$ cat src/rtl/ntt_cal.sv
// Forward-NTT Cooley-Tukey butterfly for Kyber: t = mont(zeta*f1), r2 = f2 + t, r1 = f2 - t.
// Three-stage stallable pipeline with valid/ready handshake and a pass-through address tag.
module ntt_cal #(
  parameter int TAG_W = 8,
  parameter int KQ    = 3329,
  parameter int QINV  = -3327
) (
  input  logic                    clk,
  input  logic                    set,
  input  logic                    in_valid,
  output logic                    in_ready,
  input  logic signed [15:0]      f1,
  input  logic signed [15:0]      f2,
  input  logic signed [15:0]      zeta,
  input  logic [TAG_W-1:0]        in_tag,
  output logic                    out_valid,
  input  logic                    out_ready,
  output logic signed [15:0]      r1,
  output logic signed [15:0]      r2,
  output logic [TAG_W-1:0]        out_tag
);

  localparam logic [15:0] QINV_L = QINV[15:0];

  logic                   adv;
  logic signed [31:0]     p_next;
  logic [15:0]            u_next;
  logic signed [31:0]     u_ext;
  logic signed [31:0]     diff;
  logic signed [15:0]     t_val;
  logic signed [15:0]     r1_next;
  logic signed [15:0]     r2_next;

  logic                   v1_reg;
  logic signed [15:0]     f2_s1_reg;
  logic [TAG_W-1:0]       tag_s1_reg;
  logic signed [31:0]     p_s1_reg;

  logic                   v2_reg;
  logic signed [15:0]     f2_s2_reg;
  logic [TAG_W-1:0]       tag_s2_reg;
  logic signed [31:0]     p_s2_reg;
  logic [15:0]            u_s2_reg;

  // The whole pipe moves as one; a stalled output freezes every stage.
  assign adv      = !out_valid || out_ready;
  assign in_ready = adv;

  // Full 32-bit signed product: -32768 * -32768 = 2^30 still fits.
  assign p_next = $signed({{16{zeta[15]}}, zeta}) * $signed({{16{f1[15]}}, f1});

  // Only the low 16 bits of low16(p) * QINV matter, so an unsigned 16-bit multiply suffices.
  assign u_next = 16'(p_s1_reg[15:0] * QINV_L);

  // p - u*q is an exact multiple of 2^16; the quotient lies in (-q, q).
  assign u_ext   = $signed({{16{u_s2_reg[15]}}, u_s2_reg});
  assign diff    = p_s2_reg - u_ext * KQ;
  assign t_val   = 16'(diff >>> 16);
  assign r2_next = f2_s2_reg + t_val;
  assign r1_next = f2_s2_reg - t_val;

  always_ff @(posedge clk or posedge set) begin
    if (set) begin
      v1_reg     <= 1'b0;
      f2_s1_reg  <= '0;
      tag_s1_reg <= '0;
      p_s1_reg   <= '0;
      v2_reg     <= 1'b0;
      f2_s2_reg  <= '0;
      tag_s2_reg <= '0;
      p_s2_reg   <= '0;
      u_s2_reg   <= '0;
      out_valid  <= 1'b0;
      r1         <= '0;
      r2         <= '0;
      out_tag    <= '0;
    end else if (adv) begin
      v1_reg     <= in_valid;
      f2_s1_reg  <= f2;
      tag_s1_reg <= in_tag;
      p_s1_reg   <= p_next;

      v2_reg     <= v1_reg;
      f2_s2_reg  <= f2_s1_reg;
      tag_s2_reg <= tag_s1_reg;
      p_s2_reg   <= p_s1_reg;
      u_s2_reg   <= u_next;

      out_valid  <= v2_reg;
      r1         <= r1_next;
      r2         <= r2_next;
      out_tag    <= tag_s2_reg;
    end
  end

endmodule

$ cat config.mk
export PLATFORM = sky130hd
export DESIGN_NAME = ntt_cal
export DESIGN_NICKNAME = d
export VERILOG_FILES = /design/src/rtl/ntt_cal.sv
export SDC_FILE = /design/constraint.sdc
export NUM_CORES = 1
export LEC_CHECK = 0
export ABC_AREA = 1
export BUFFER_PORTS_ARGS = -buffer_cell sky130_fd_sc_hd__buf_2
export CAP_MARGIN = 20
export CELL_PAD_IN_SITES_DETAIL_PLACEMENT = 1
export CELL_PAD_IN_SITES_GLOBAL_PLACEMENT = 1
export CORE_MARGIN = 5
export CORE_UTILIZATION = 44
export DETAILED_ROUTE_END_ITERATION = 6
export PLACE_DENSITY_LB_ADDON = 0.1
export RECOVER_POWER = 25
export SYNTH_ARGS = -nofsm -noshare
export SYNTH_HDL_FRONTEND = slang
export SYNTH_SLANG_ARGS = --single-unit
$ cat constraint.sdc
create_clock -name clk -period 8.6 [get_ports clk]
set_clock_uncertainty 0.15 [all_clocks]
set_input_delay 2.15 -clock clk [delete_from_list [all_inputs] [get_ports clk]]
set_output_delay 2.15 -clock clk [all_outputs]
set_load 0.005 [all_outputs]
==> metrics.cfg <==
[synthesis]
syn_avg_cell_area_um2 = 7.78
synth_edf_count = 0
synth-seq-cells = 162
synth_top_area_share_pct = 27.3
ys_top_cells_by_area = fa_1 27%, dfrtp_1 17%, ha_1 14%
synth_warnings = 0
synth_cell_types = 48
netlist_instances = 3013
synth_top_cell_by_area = fa_1
synth_nets = 3661
synth-async-reset-ratio_pct = 100
syn_area_um2 = 23400
ys_seq_area_share_pct = 17.3
synth_ff_type = dfrtp_1

[global_routing]
grt_max_degree = 89
grt-ovfl-total = 0
grt_usage_pct = 23.1
grt_pass1_vias = 21200
grt_pass1_wl_um = 109000
antenna_found_initial = 0

[floorplan]
rows = 84
fp.dieH_um = 241
die_area_um2 = 58000
core_um2 = 52700
die_w_um = 241
pin_count = 102
start_util_pct = 44.5

[timing]
finalHoldViolCount = 0
fin_hold_ws_ns = 0.321
final-max-slew-violation-count = 213
clock.fmax_mhz = 129
setup_tns_ns = 0
tightest_slew_ns = 3.94
period_share_pct = 89.9
min_period_ns = 7.73
setup_viol = 0
maxSlewHeadroom_pct = -164
rsz0062_at_grt = false

[placed_design]
dp_cells = 3719
io_buffers = 101
dp_hpwl_um = 55700
gp_congestion = 0.907

[cts]
cts_buffer_depth = 2
cts_tree = yes
ctsHoldBuffers = 0
cts_root_buf = clkbuf_16
cts_made_buffers = 17
cts.clk_slew.worst_paths_ns = 0.08
htree_levels = 4
insertion_delay_ns = 0.46
cts_sinks = 162
post-cts-setup-buffer-count = 0
ctsResizeCount = 0

[worst_setup_path]
crit_family = adder cells
r2r_cells = 26
regToRegStartpoint = p_s2_reg[1]
required_ns = 8.78
critPathSlowestCell = fa_1
cpPeakStageDelay_ns = 0.78
path_buf_inv = 4
r2r_setup_slack_ns = 1.80
worst-path-max-fanout = 16
worstSetupPathType = in2reg
startpoint_type = input port
r2r-end = r1[8]
endpoint_kind = flip-flop
crit_chain = buf_2 > nand2_1 > inv_1 > fa_1 > fa_1 > fa_1 > fa_1 > inv_1 > fa_1 > inv_1 > fa_1 > ha_1 > nand2_1 > nor2_1 > nand2_1 > nor3_1 > nand2_1 > nand3_1 > nand3_1 > nand3_1 > nand2_1
crit_path_frequent_cell = fa_1
critPathArrivalTime_ns = 7.92

[final_layout]
mostFrequentLayoutCell = nand2_1
final_layout_size_suffix_gt1_share_pct = 6.11
mostFrequentLayoutCells = 769 x nand2_1, 754 x inv_1, 320 x fa_1, 268 x ha_1, 162 x dfrtp_1
final_util_pct = 47.8
finalNonFillerCells = 3751
areaGrowthSynthToFinish_pct = 7.36
antenna_cells = 0
nets = 3698

[drt]
dr.pass1.iters = 5
drtAntennaViolNets = 0
drc = 0
avgRoutedWirePerCell_um = 17.3
drt_iter0_markers = 964
via_per_inst = 5.01
vias = 18800
routed_wl_um = 65000

[outcome]
outcome = complete, but fails checks
violations = max-capacitance violations, max-slew violations

[hold_path]
holdPathEnd = out_tag[7]
hold_path.class = reg2reg
holdCritStartpoint = tag_s2_reg[7]
min_path_cells = 2

[run]
maxCapViolations = 3

==> synthesized netlist by cell type (all sizes together) (3+ instances only) <==
master	count
inv	759
nor2	130
nor4	5
clkbuf	84
a21o	9
nand3b	6
buf	12
a21oi	83
nand3	103
ha	268
and2	3
dfrtp	162
xor2	30
nand2	777
o21ai	142
o21bai	11
or2	14
xnor2	25
nor3	17
a31oi	12
o211ai	4
nand4	24
fa	320
==> logic make-up after synthesis <==
group / synth area share (%)
simple gates: 18.9
fa+ha+maj: 41.7
compound gates: 6.32
xor+xnor: 2.06
flops: 17.3
buf+inv: 13.8
==> stage by stage <==
step,instance area [µm²],setup slack (ns)
3_5_place_dp,24500,0.413
4_1_cts,25200,0.899
3_3_place_gp,24500,0.484
6_report,25200,0.866
2_1_floorplan,23400,1.08
5_1_grt,25200,0.649
==> worst reg2reg max path: stages, from the launching register on <==
cell and delay, ns:
dfrtp_1 0.59, inv_1 0.08, ha_1 0.34, inv_1 0.07
ha_1 0.13, inv_1 0.05, fa_1 0.50, inv_1 0.06
fa_1 0.44, ha_1 0.30, fa_1 0.48, inv_1 0.04
ha_1 0.31, nand2_1 0.13, nor2_1 0.25, nand3_1 0.12
nand2_1 0.16, a31oi_1 0.13, xnor2_1 0.52, ha_1 0.30
inv_1 0.08, fa_1 0.48, a21oi_1 0.23, inv_1 0.12
a31oi_1 0.25, xor2_1 0.16, o21ai_0 0.08
==> how the worst max path moves through the flow <==
stage / startpoint / to / slack (ns) / depth (start not counted)
5_1_grt: f1[4] / p_s1_reg[31] / 0.65 / 21
3_5_place_dp: f1[4] / p_s1_reg[31] / 0.41 / 21
2_1_floorplan: f1[1] / p_s1_reg[22] / 1.08 / 23
4_1_cts: f1[4] / p_s1_reg[31] / 0.90 / 21
3_3_place_gp: f1[4] / p_s1_reg[31] / 0.48 / 21
6_report: f1[4] / p_s1_reg[31] / 0.87 / 21
==> routing by layer <==
metal  global-route usage [%]  wire, µm  part of all wire [%]
met1                     29.9     28900                    44
met2                     42.7     33800                    52
met3                     1.60      1010                   1.5
met4                     5.04      1290                   2.0
met5                        0         0                     0
==> area by class of cell <==
class	count	area [µm²]
fill	6604	27500
multi-input combinational	1996	16100
sequential	162	4050
inverter	759	2850
tap	688	861
timing repair buffer	114	599
clock buffer	17	425
clock inverter	15	219
Power is left out: the tool's default activity adds up to more than one toggle a clock period on the data nets, which glitch-free logic cannot reach.
